## config.mk

```make
export PLATFORM = sky130hd
export DESIGN_NAME = fft_band_energy
export DESIGN_NICKNAME = d
export VERILOG_FILES = /design/src/rtl/fft_feat_pkg.sv /design/src/rtl/fft_sq_mac.sv /design/src/rtl/fft_band_energy.sv
export SDC_FILE = /design/constraint.sdc
export NUM_CORES = 2
export LEC_CHECK = 0
export BUFFER_PORTS_ARGS = -buffer_cell sky130_fd_sc_hd__buf_2
export CORE_ASPECT_RATIO = 0.5
export CORE_MARGIN = 2
export CORE_UTILIZATION = 40
export DETAILED_ROUTE_END_ITERATION = 10
export GPL_TIMING_DRIVEN = 0
export PLACE_DENSITY = 0.66
export SLEW_MARGIN = 25
export SYNTH_ARGS = -nofsm -noshare
export SYNTH_HDL_FRONTEND = slang
export SYNTH_SLANG_ARGS = --single-unit
```

## constraint.sdc

```tcl
create_clock -name clk -period 11.8 [get_ports clk]
set_clock_uncertainty 0.15 [all_clocks]
set_input_delay 2.36 -clock clk [delete_from_list [all_inputs] [get_ports clk]]
set_output_delay 2.36 -clock clk [all_outputs]
set_load 0.02 [all_outputs]
```

## src/rtl/fft_feat_pkg.sv

```systemverilog
// Shared constants, FSM state type and accumulator sizing for the fft band-energy feature extractor.
package fft_feat_pkg;

    localparam int DATA_W   = 16;
    localparam int NUM_BINS = 16;
    localparam int SQ_W     = 2 * DATA_W - 1;

    typedef enum logic [1:0] {
        IDLE,
        SQUARE,
        OUTPUT
    } state_t;

    // Accumulating 2^avg_shift squares cannot overflow at this width.
    function automatic int acc_w(input int avg_shift);
        return SQ_W + avg_shift;
    endfunction

endpackage

```

## src/rtl/fft_sq_mac.sv

```systemverilog
// Combinational signed square of one fft bin added into that bin's energy accumulator.
module fft_sq_mac #(
    parameter int DATA_W = 16,
    parameter int ACC_W  = 33
) (
    input  logic signed [DATA_W-1:0] bin,
    input  logic        [ACC_W-1:0]  acc_in,
    output logic        [ACC_W-1:0]  acc_out
);

    // A square is never negative, so the product's top bit is always 0.
    logic [2*DATA_W-1:0] prod;

    assign prod    = bin * bin;
    assign acc_out = acc_in + ACC_W'(prod);

endmodule

```

## src/rtl/fft_band_energy.sv

```systemverilog
// Snapshots fft bins once per frame, squares them serially, averages over 2^AVG_SHIFT frames
// and streams the 16-word energy vector out over valid/ready.
module fft_band_energy #(
    parameter int DATA_W    = 16,
    parameter int NUM_BINS  = 16,
    parameter int FRAME_LEN = 16,
    parameter int AVG_SHIFT = 2
) (
    input  logic                       clk,
    input  logic                       rst_n,
    input  logic                       sample_valid_i,
    input  logic [NUM_BINS*DATA_W-1:0] bin_i,
    output logic                       feat_valid_o,
    input  logic                       feat_ready_i,
    output logic [31:0]                feat_data_o,
    output logic [3:0]                 feat_idx_o,
    output logic                       feat_last_o,
    output logic                       overrun_o
);
    import fft_feat_pkg::*;

    localparam int ACC_W = acc_w(AVG_SHIFT);
    localparam int CNT_W = $clog2(FRAME_LEN);
    localparam int FRM_W = (AVG_SHIFT > 0) ? AVG_SHIFT : 1;
    localparam logic [3:0] IDX_LAST = 4'(NUM_BINS - 1);

    state_t                     state, state_nxt;
    logic [CNT_W-1:0]           sample_cnt;
    logic [FRM_W-1:0]           frame_cnt;
    logic [3:0]                 bin_idx;
    logic                       overrun;
    logic signed [DATA_W-1:0]   snap [NUM_BINS];
    logic [ACC_W-1:0]           acc  [NUM_BINS];
    logic [ACC_W-1:0]           acc_sum;
    logic [ACC_W-1:0]           acc_avg;

    logic cnt_last, trigger, sq_step, xfer, frame_wrap;

    assign cnt_last   = (sample_cnt == CNT_W'(FRAME_LEN - 1));
    assign trigger    = sample_valid_i && cnt_last;
    assign sq_step    = (state == SQUARE);
    assign xfer       = (state == OUTPUT) && feat_ready_i;
    assign frame_wrap = (frame_cnt == FRM_W'((1 << AVG_SHIFT) - 1));

    fft_sq_mac #(
        .DATA_W (DATA_W),
        .ACC_W  (ACC_W)
    ) u_sq_mac (
        .bin     (snap[bin_idx]),
        .acc_in  (acc[bin_idx]),
        .acc_out (acc_sum)
    );

    // NOTE: every variable gets a default before the case so no path can infer a latch.
    always_comb begin
        state_nxt = state;
        case (state)
            IDLE:    if (trigger) state_nxt = SQUARE;
            SQUARE:  if (bin_idx == IDX_LAST) state_nxt = frame_wrap ? OUTPUT : IDLE;
            OUTPUT:  if (xfer && bin_idx == IDX_LAST) state_nxt = IDLE;
            default: state_nxt = IDLE;
        endcase
    end

    always_ff @(posedge clk or negedge rst_n) begin
        if (!rst_n) begin
            state      <= IDLE;
            sample_cnt <= '0;
            frame_cnt  <= '0;
            bin_idx    <= '0;
            overrun    <= 1'b0;
        end else begin
            state <= state_nxt;
            if (sample_valid_i) sample_cnt <= cnt_last ? '0 : sample_cnt + CNT_W'(1);
            if (trigger && state != IDLE) overrun <= 1'b1;
            // One index walks the bins both while squaring and while streaming out.
            if (sq_step || xfer) bin_idx <= (bin_idx == IDX_LAST) ? '0 : bin_idx + 4'd1;
            if (sq_step && bin_idx == IDX_LAST)
                frame_cnt <= frame_wrap ? '0 : frame_cnt + FRM_W'(1);
        end
    end

    // NOTE: snapshot and accumulators are reset on purpose, so a reset mid-block leaves no
    // stale energy behind; a plain storage array would normally be left unreset.
    always_ff @(posedge clk or negedge rst_n) begin
        if (!rst_n) begin
            for (int k = 0; k < NUM_BINS; k++) begin
                snap[k] <= '0;
                acc[k]  <= '0;
            end
        end else begin
            if (state == IDLE && trigger) begin
                for (int k = 0; k < NUM_BINS; k++) snap[k] <= bin_i[k*DATA_W +: DATA_W];
            end
            if (sq_step) acc[bin_idx] <= acc_sum;
            else if (xfer) acc[bin_idx] <= '0;
        end
    end

    assign acc_avg      = acc[bin_idx] >> AVG_SHIFT;
    assign feat_valid_o = (state == OUTPUT);
    assign feat_data_o  = 32'(acc_avg);
    assign feat_idx_o   = bin_idx;
    assign feat_last_o  = feat_valid_o && (bin_idx == IDX_LAST);
    assign overrun_o    = overrun;

endmodule

```

# Word level (Yosys, flattened, before mapping)
# Index checks and enable logic that the tools add are counted.
# word_totals
reg_bits	797
latch_bits	0
ram_bits	0
rom_bits	0
input_bits	260
elab_cells	87
mem_count	0
# op_classes
add_sub_neg	4
mul	1
n_div	0
order_cmp	2
n_eq_ne	8
shift	0
n_mux	19
bitwise	3
n_reduce_logical	13
# op_table
operator	count
2-to-1 mux 528 bit	2
bitwise AND 528 bit	1
bitwise mux 528 bit	1
NOT 528 bit	1
binary-select mux 33 bit (select 4 bit)	1
demux 33 bit (select 4 bit)	1
2-to-1 mux 33 bit	3
binary-select mux 16 bit (select 4 bit)	1
adder 33 x 32 -> 33 bit	1
multiplier 16 x 16 -> 32 bit	1
2-to-1 mux 16 bit	2
2-to-1 mux 2 bit	5
adder 4 x 1 -> 4 bit, second input constant	2
equality test 4 bit, second input constant	2
logical AND 1 bit	8
2-to-1 mux 4 bit	2
one-hot mux 2 bit (3 select lines)	1
>= comparator 5 bit, second input constant	1
less-than comparator 5 x 1 -> 1 bit, second input constant	1
NOT 4 -> 5 bit	1
equality test 2 bit, second input constant	2
inequality test 2 x 1 -> 1 bit, second input constant	2
nonzero test 2 bit	2
AND reduction 3 bit	1
other kinds (5)	5

# Depth between registers and ports, before layout
# logic_depth
ltp_word	9
mapped_depth	44
mapped_depth_nobuf	36

# Modules after synthesis
# From an unflattened synthesis, not the netlist that was laid out.
# hier_totals
cells_unflattened	3522
hier_area_um2	45263.4
# by_module_without_submodules
module	n_inst	cells_per_inst	area_per_inst_um2	seq_area_each_um2
fft_band_energy	1	2279	34580.7	19944.1
fft_sq_mac	1	1243	10682.7	0.0

# Least setup slack after synthesis
# No wires, ideal clock.
# synth_path
path_kind	flip-flop to flip-flop
startpoint	register bin_idx[0] (netlist: feat_idx_o[0])
endpoint	register acc[229] in the netlist's numbering
setup_time_ns	0.066
t_arrival_ns	9.822
required_ns	11.584
setup_slack_ns	1.762
path_stages_with_launch	37
synth_period_minus_slack_ns	10.038
cell_sequence	dfrtp_1 > buf_6 > buf_12 > buf_4 > buf_2 > buf_2 > mux4_2 > mux4_2 > clkbuf_1 > nand2_1 > fa_1 > fa_1 > fa_1 > inv_1 > fa_1 > fa_1 > inv_1 > fa_1 > inv_1 > ha_1 > clkbuf_1 > nand4_1 > o211ai_1 > nor4_1 > a21oi_1 > o221a_2 > a41o_1 > nor2_1 > xnor2_1 > ha_1 > nand3_1 > or3_1 > or3_1 > o31ai_1 > xor2_1 > buf_6 > a22o_1
# synth_via
elab_chain_cells	9
word_cells_on_any_way	19
# synth_lines
element	line	text
from (decl)	fft_band_energy.sv:30	logic [3:0] bin_idx;
from (signal assigned)	fft_band_energy.sv:77	if (sq_step || xfer) bin_idx <= (bin_idx == IDX_LAST) ? '0 : bin_idx + 4'd1;
NOT 4 -> 5 bit (implied by the code) (*)	n/a	
parallel branches: the longest is 7 deep, another holds adder 33 x 32 -> 33 bit	n/a	
2-to-1 mux 528 bit (*)	fft_band_energy.sv:95	if (sq_step) acc[bin_idx] <= acc_sum;
to (signal, indexed assignment)	fft_band_energy.sv:95	
to (decl)	fft_band_energy.sv:33	logic [ACC_W-1:0] acc [NUM_BINS];
# Every way passes the cells marked *. The select of a mux whose other input is x is not followed.
# A chain may end at the register's enable or synchronous reset.

# Final worst setup path
# layout_path
startpoint	register bin_idx[1] (netlist: feat_idx_o[1])
endpoint	register acc[391] in the netlist's numbering
# The elaborated chain is that of the path after synthesis.

==> run metrics <==
# port buffers just under 300; number of warnings printed during yosys synthesis 0; cts-stage hold buffer count 0; pin count of the biggest net entering global routing around 140; remaining max-slew budget at the tightest pin 0.1718; crit-path max cell delay between 0.5 and 0.6 ns; Cell Rows 88; height of the chip 245.5 um; global-route congestion overflow total 0; final critical-path share of the clock period 0.9662; area of the mapped netlist 46660 um^2; dominant synthesized flop cell sky130_fd_sc_hd__dfrtp_1; number of hold violations in the final report 0; clock tree from TritonCTS built; Clock H-tree levels 3; Initial Utilization 0.4040; Post-Place Setup Slack -1.647 ns; area growth from synthesis to layout 13.97%; number of setup violations in the final report 0; class of the worst hold path flip-flop to flip-flop; highest signal layer in the routed design met5; startpoint kind of the worst setup timing path flip-flop; total routing usage reported by global routing 0.2892; clock transition at the registers of the reported paths approximately 0.060 ns; PnR worst setup slack ~0.40 ns; Post-layout nets between 5000 and 6000; detailed-route wire length approximately 170 mm; residual antenna-violating net count after detailed routing 0; async set-reset flop share out of synthesis 1.000; number of global-route vias before repair ~39000; initial detailed-routing violation count 4001; worst-path maximum fanout 10; initial antenna violation count 3; f_max about 88 MHz; kind of end point of the critical path flip-flop; clock buffer count from CTS 77; Post-synth EDFFs 0; Synth Area per Inst between 10 and 15 um^2; flops & latches, synth 797; met1 WL between 60 and 70 mm; fraction of final layout cells with drive strength greater than 1 0.1678; vias after detailed routing approximately 38000; worst-margin pin slew between 1 and 1.5 ns; detailed-route vias per instance about 5.9; Syn Nets around 5000; outcome finished clean; drt drc 0; Bufs and invs on worst path 11; routed length on met2 79.03 mm; distinct cell type count of the synthesized netlist 75; worst path arrival time ~12 ns; RSZ-0062 raised after global routing false; Critical Path Most Common Cell sky130_fd_sc_hd__fa_1; I/O Pins 299; die outline width slightly below 500 um; Slew Limit Fails 0; cell count after synthesis approximately 4400; total iterations of the first detailed-routing run 6; Crit path max-delay family adder cells; critical path class flip-flop to flip-flop; overall die area around 120000 um^2; Critical Path RT 12.23 ns; clock root buffer master sky130_fd_sc_hd__clkbuf_16; max-cap viol count 0; final weighted congestion of routability-driven global placement 0.9764; core box area ~120000 um^2; global-route wire length before repair 254.1 mm; number of sinks driven by the clock tree 797; Routed wire per std cell between 20 and 30 um; worst-skew pair later-pin latency 0.72 ns; largest buffer count on any clock path 3; DPL Wire Length between 100 and 150 mm; share of the yosys chip area belonging to registers 0.4274; Critical Path Slowest Stage Cell sky130_fd_sc_hd__fa_1; minimum period implied by the final worst setup slack 11.40 ns; met3 wire length 17.45 mm; setup slack, reg-to-reg between 0.3 and 0.4 ns
## worst min-delay path, cell delays in order, from the launching register on
cell and delay, ns:
sky130_fd_sc_hd__dfrtp_1 0.34, sky130_fd_sc_hd__nand2_1 0.05, sky130_fd_sc_hd__nand2_1 0.05
## layout make-up
cell class,instances,area [um^2]
Clock inverter,23,299.0
Timing Repair Buffer,319,1828
Buffer,322,1401
Multi-Input combinational cell,2906,24210
Sequential cell,797,19950
Inverter,342,1292
Tap cell,1530,1914
Clock buffer,113,2275
Fill cell,10600,62320
Antenna cell,4,10.01
## path summary, 6_finish.rpt
check	from	to	depth (start not counted)
setup / recovery	feat_idx_o[1]	acc[391]	40
hold / removal	snap[65]	snap[65]	2
setup reg to reg	feat_idx_o[1]	acc[391]	40
hold reg to reg	snap[65]	snap[65]	2
max in group asynchronous	rst_n	acc[339]	3
min in group asynchronous	rst_n	snap[159]	1
## cells in the final DEF (no fill, tap or decap), types with 11 or more instances in the layout
cell type and count:
sky130_fd_sc_hd__a21oi_1 121, sky130_fd_sc_hd__a22o_1 337, sky130_fd_sc_hd__a21o_1 25, sky130_fd_sc_hd__buf_2 311, sky130_fd_sc_hd__clkbuf_16 79, sky130_fd_sc_hd__nand4_1 40
sky130_fd_sc_hd__mux4_2 237, sky130_fd_sc_hd__o21ai_2 14, sky130_fd_sc_hd__xor2_1 11, sky130_fd_sc_hd__nand2b_1 11, sky130_fd_sc_hd__buf_1 11, sky130_fd_sc_hd__buf_4 15
sky130_fd_sc_hd__and2_1 13, sky130_fd_sc_hd__clkbuf_2 40, sky130_fd_sc_hd__dfrtp_1 796, sky130_fd_sc_hd__nor2_1 136, sky130_fd_sc_hd__inv_1 333, sky130_fd_sc_hd__o311a_1 16
sky130_fd_sc_hd__fa_1 238, sky130_fd_sc_hd__or4_1 16, sky130_fd_sc_hd__clkbuf_8 17, sky130_fd_sc_hd__o211ai_1 39, sky130_fd_sc_hd__o21ai_1 14, sky130_fd_sc_hd__mux2i_1 16
sky130_fd_sc_hd__nand2_1 1078, sky130_fd_sc_hd__nand3_1 64, sky130_fd_sc_hd__a32o_1 16, sky130_fd_sc_hd__o21ai_0 161, sky130_fd_sc_hd__ha_1 127, sky130_fd_sc_hd__xnor2_1 49
sky130_fd_sc_hd__clkbuf_1 255
## flip-flops by register name, summed over array words and instances, names as in the netlist
register    cells
snap          256
frame_cnt       2
state           2
overrun_o       1
acc           528
sample_cnt      4
feat_idx_o      4
## layer usage
layer  track usage  up-vias
met1        0.3674    19370
met4        0.1398        6
li1              -    15840
met3       0.07759      471
met5      0.006441        -
met2        0.4596     2041
## kinds of logic (layout without fill, tap and decap cells)
family | count (synthesis) | in the layout | synth area share
and+or+nand+nor | 1405 | 1405 | 0.1218
AOI/OAI and AO/OA | 811 | 811 | 0.1272
DFF | 797 | 797 | 0.4274
buffers and inverters | 667 | 1119 | 0.05559
adders and majority gates | 365 | 365 | 0.1362
muxes | 261 | 261 | 0.1197
xor gates and xnor gates | 63 | 63 | 0.01199
other | 1 | 5 | 0.00008036
## cell usage after synthesis (13+ instances only)
library cell               instances  area [um^2]
sky130_fd_sc_hd__nand4_1          40        250.2
sky130_fd_sc_hd__fa_1            238         4765
sky130_fd_sc_hd__buf_2            16        80.08
sky130_fd_sc_hd__xor2_1           13        113.9
sky130_fd_sc_hd__o21ai_0         162        810.8
sky130_fd_sc_hd__o311a_1          16        160.2
sky130_fd_sc_hd__nor2_1          138        518.0
sky130_fd_sc_hd__clkbuf_1        281         1055
sky130_fd_sc_hd__buf_1            17        63.81
sky130_fd_sc_hd__and2_1           13        81.33
sky130_fd_sc_hd__a21o_1           25        187.7
sky130_fd_sc_hd__a32o_1           16        160.2
sky130_fd_sc_hd__nand2_1        1078         4046
sky130_fd_sc_hd__xnor2_1          49        429.2
sky130_fd_sc_hd__or4_1            16        120.1
sky130_fd_sc_hd__inv_1           336         1261
sky130_fd_sc_hd__mux2i_1          17        170.2
sky130_fd_sc_hd__o21ai_1          16        80.08
sky130_fd_sc_hd__o211ai_1         39        292.8
sky130_fd_sc_hd__dfrtp_1         797        19940
sky130_fd_sc_hd__ha_1            127         1589
sky130_fd_sc_hd__nand3_1          64        320.3
sky130_fd_sc_hd__mux4_2          237         5338
sky130_fd_sc_hd__a21oi_1         123        615.6
sky130_fd_sc_hd__a22o_1          337         2952
## per-stage QoR
stage | setup TNS (ns) | instances | instance area [um^2] | utilization | hold WS, ns
6_report | 0 | 6356 | 53180 | 0.4604 | 0.3131
2_1_floorplan | 0 | 4370 | 46660 | - | 0.2834
3_5_place_dp | -233.66 | 6208 | 50390 | 0.4363 | 0.3017
4_1_cts | 0 | 6344 | 53030 | 0.4591 | 0.3154
3_3_place_gp | -6777.23 | 6197 | 50060 | 0.4334 | 0.2945
5_1_grt | 0 | 6353 | 53170 | 0.4604 | 0.3301
## timing repair
| item | 4_1_cts | 5_1_grt |
|---|---|---|
| endpoints found under the setup margin | 292 | 197 |
| buffers inserted | 1 | 10 |
| resized for setup | 26 | 32 |
| pin swaps | 1 | 3 |
| endpoints found under the hold margin | 0 | 0 |
Power is not shown: default switching activity piles up to over one toggle a cycle in this logic, so the estimate is an artifact.
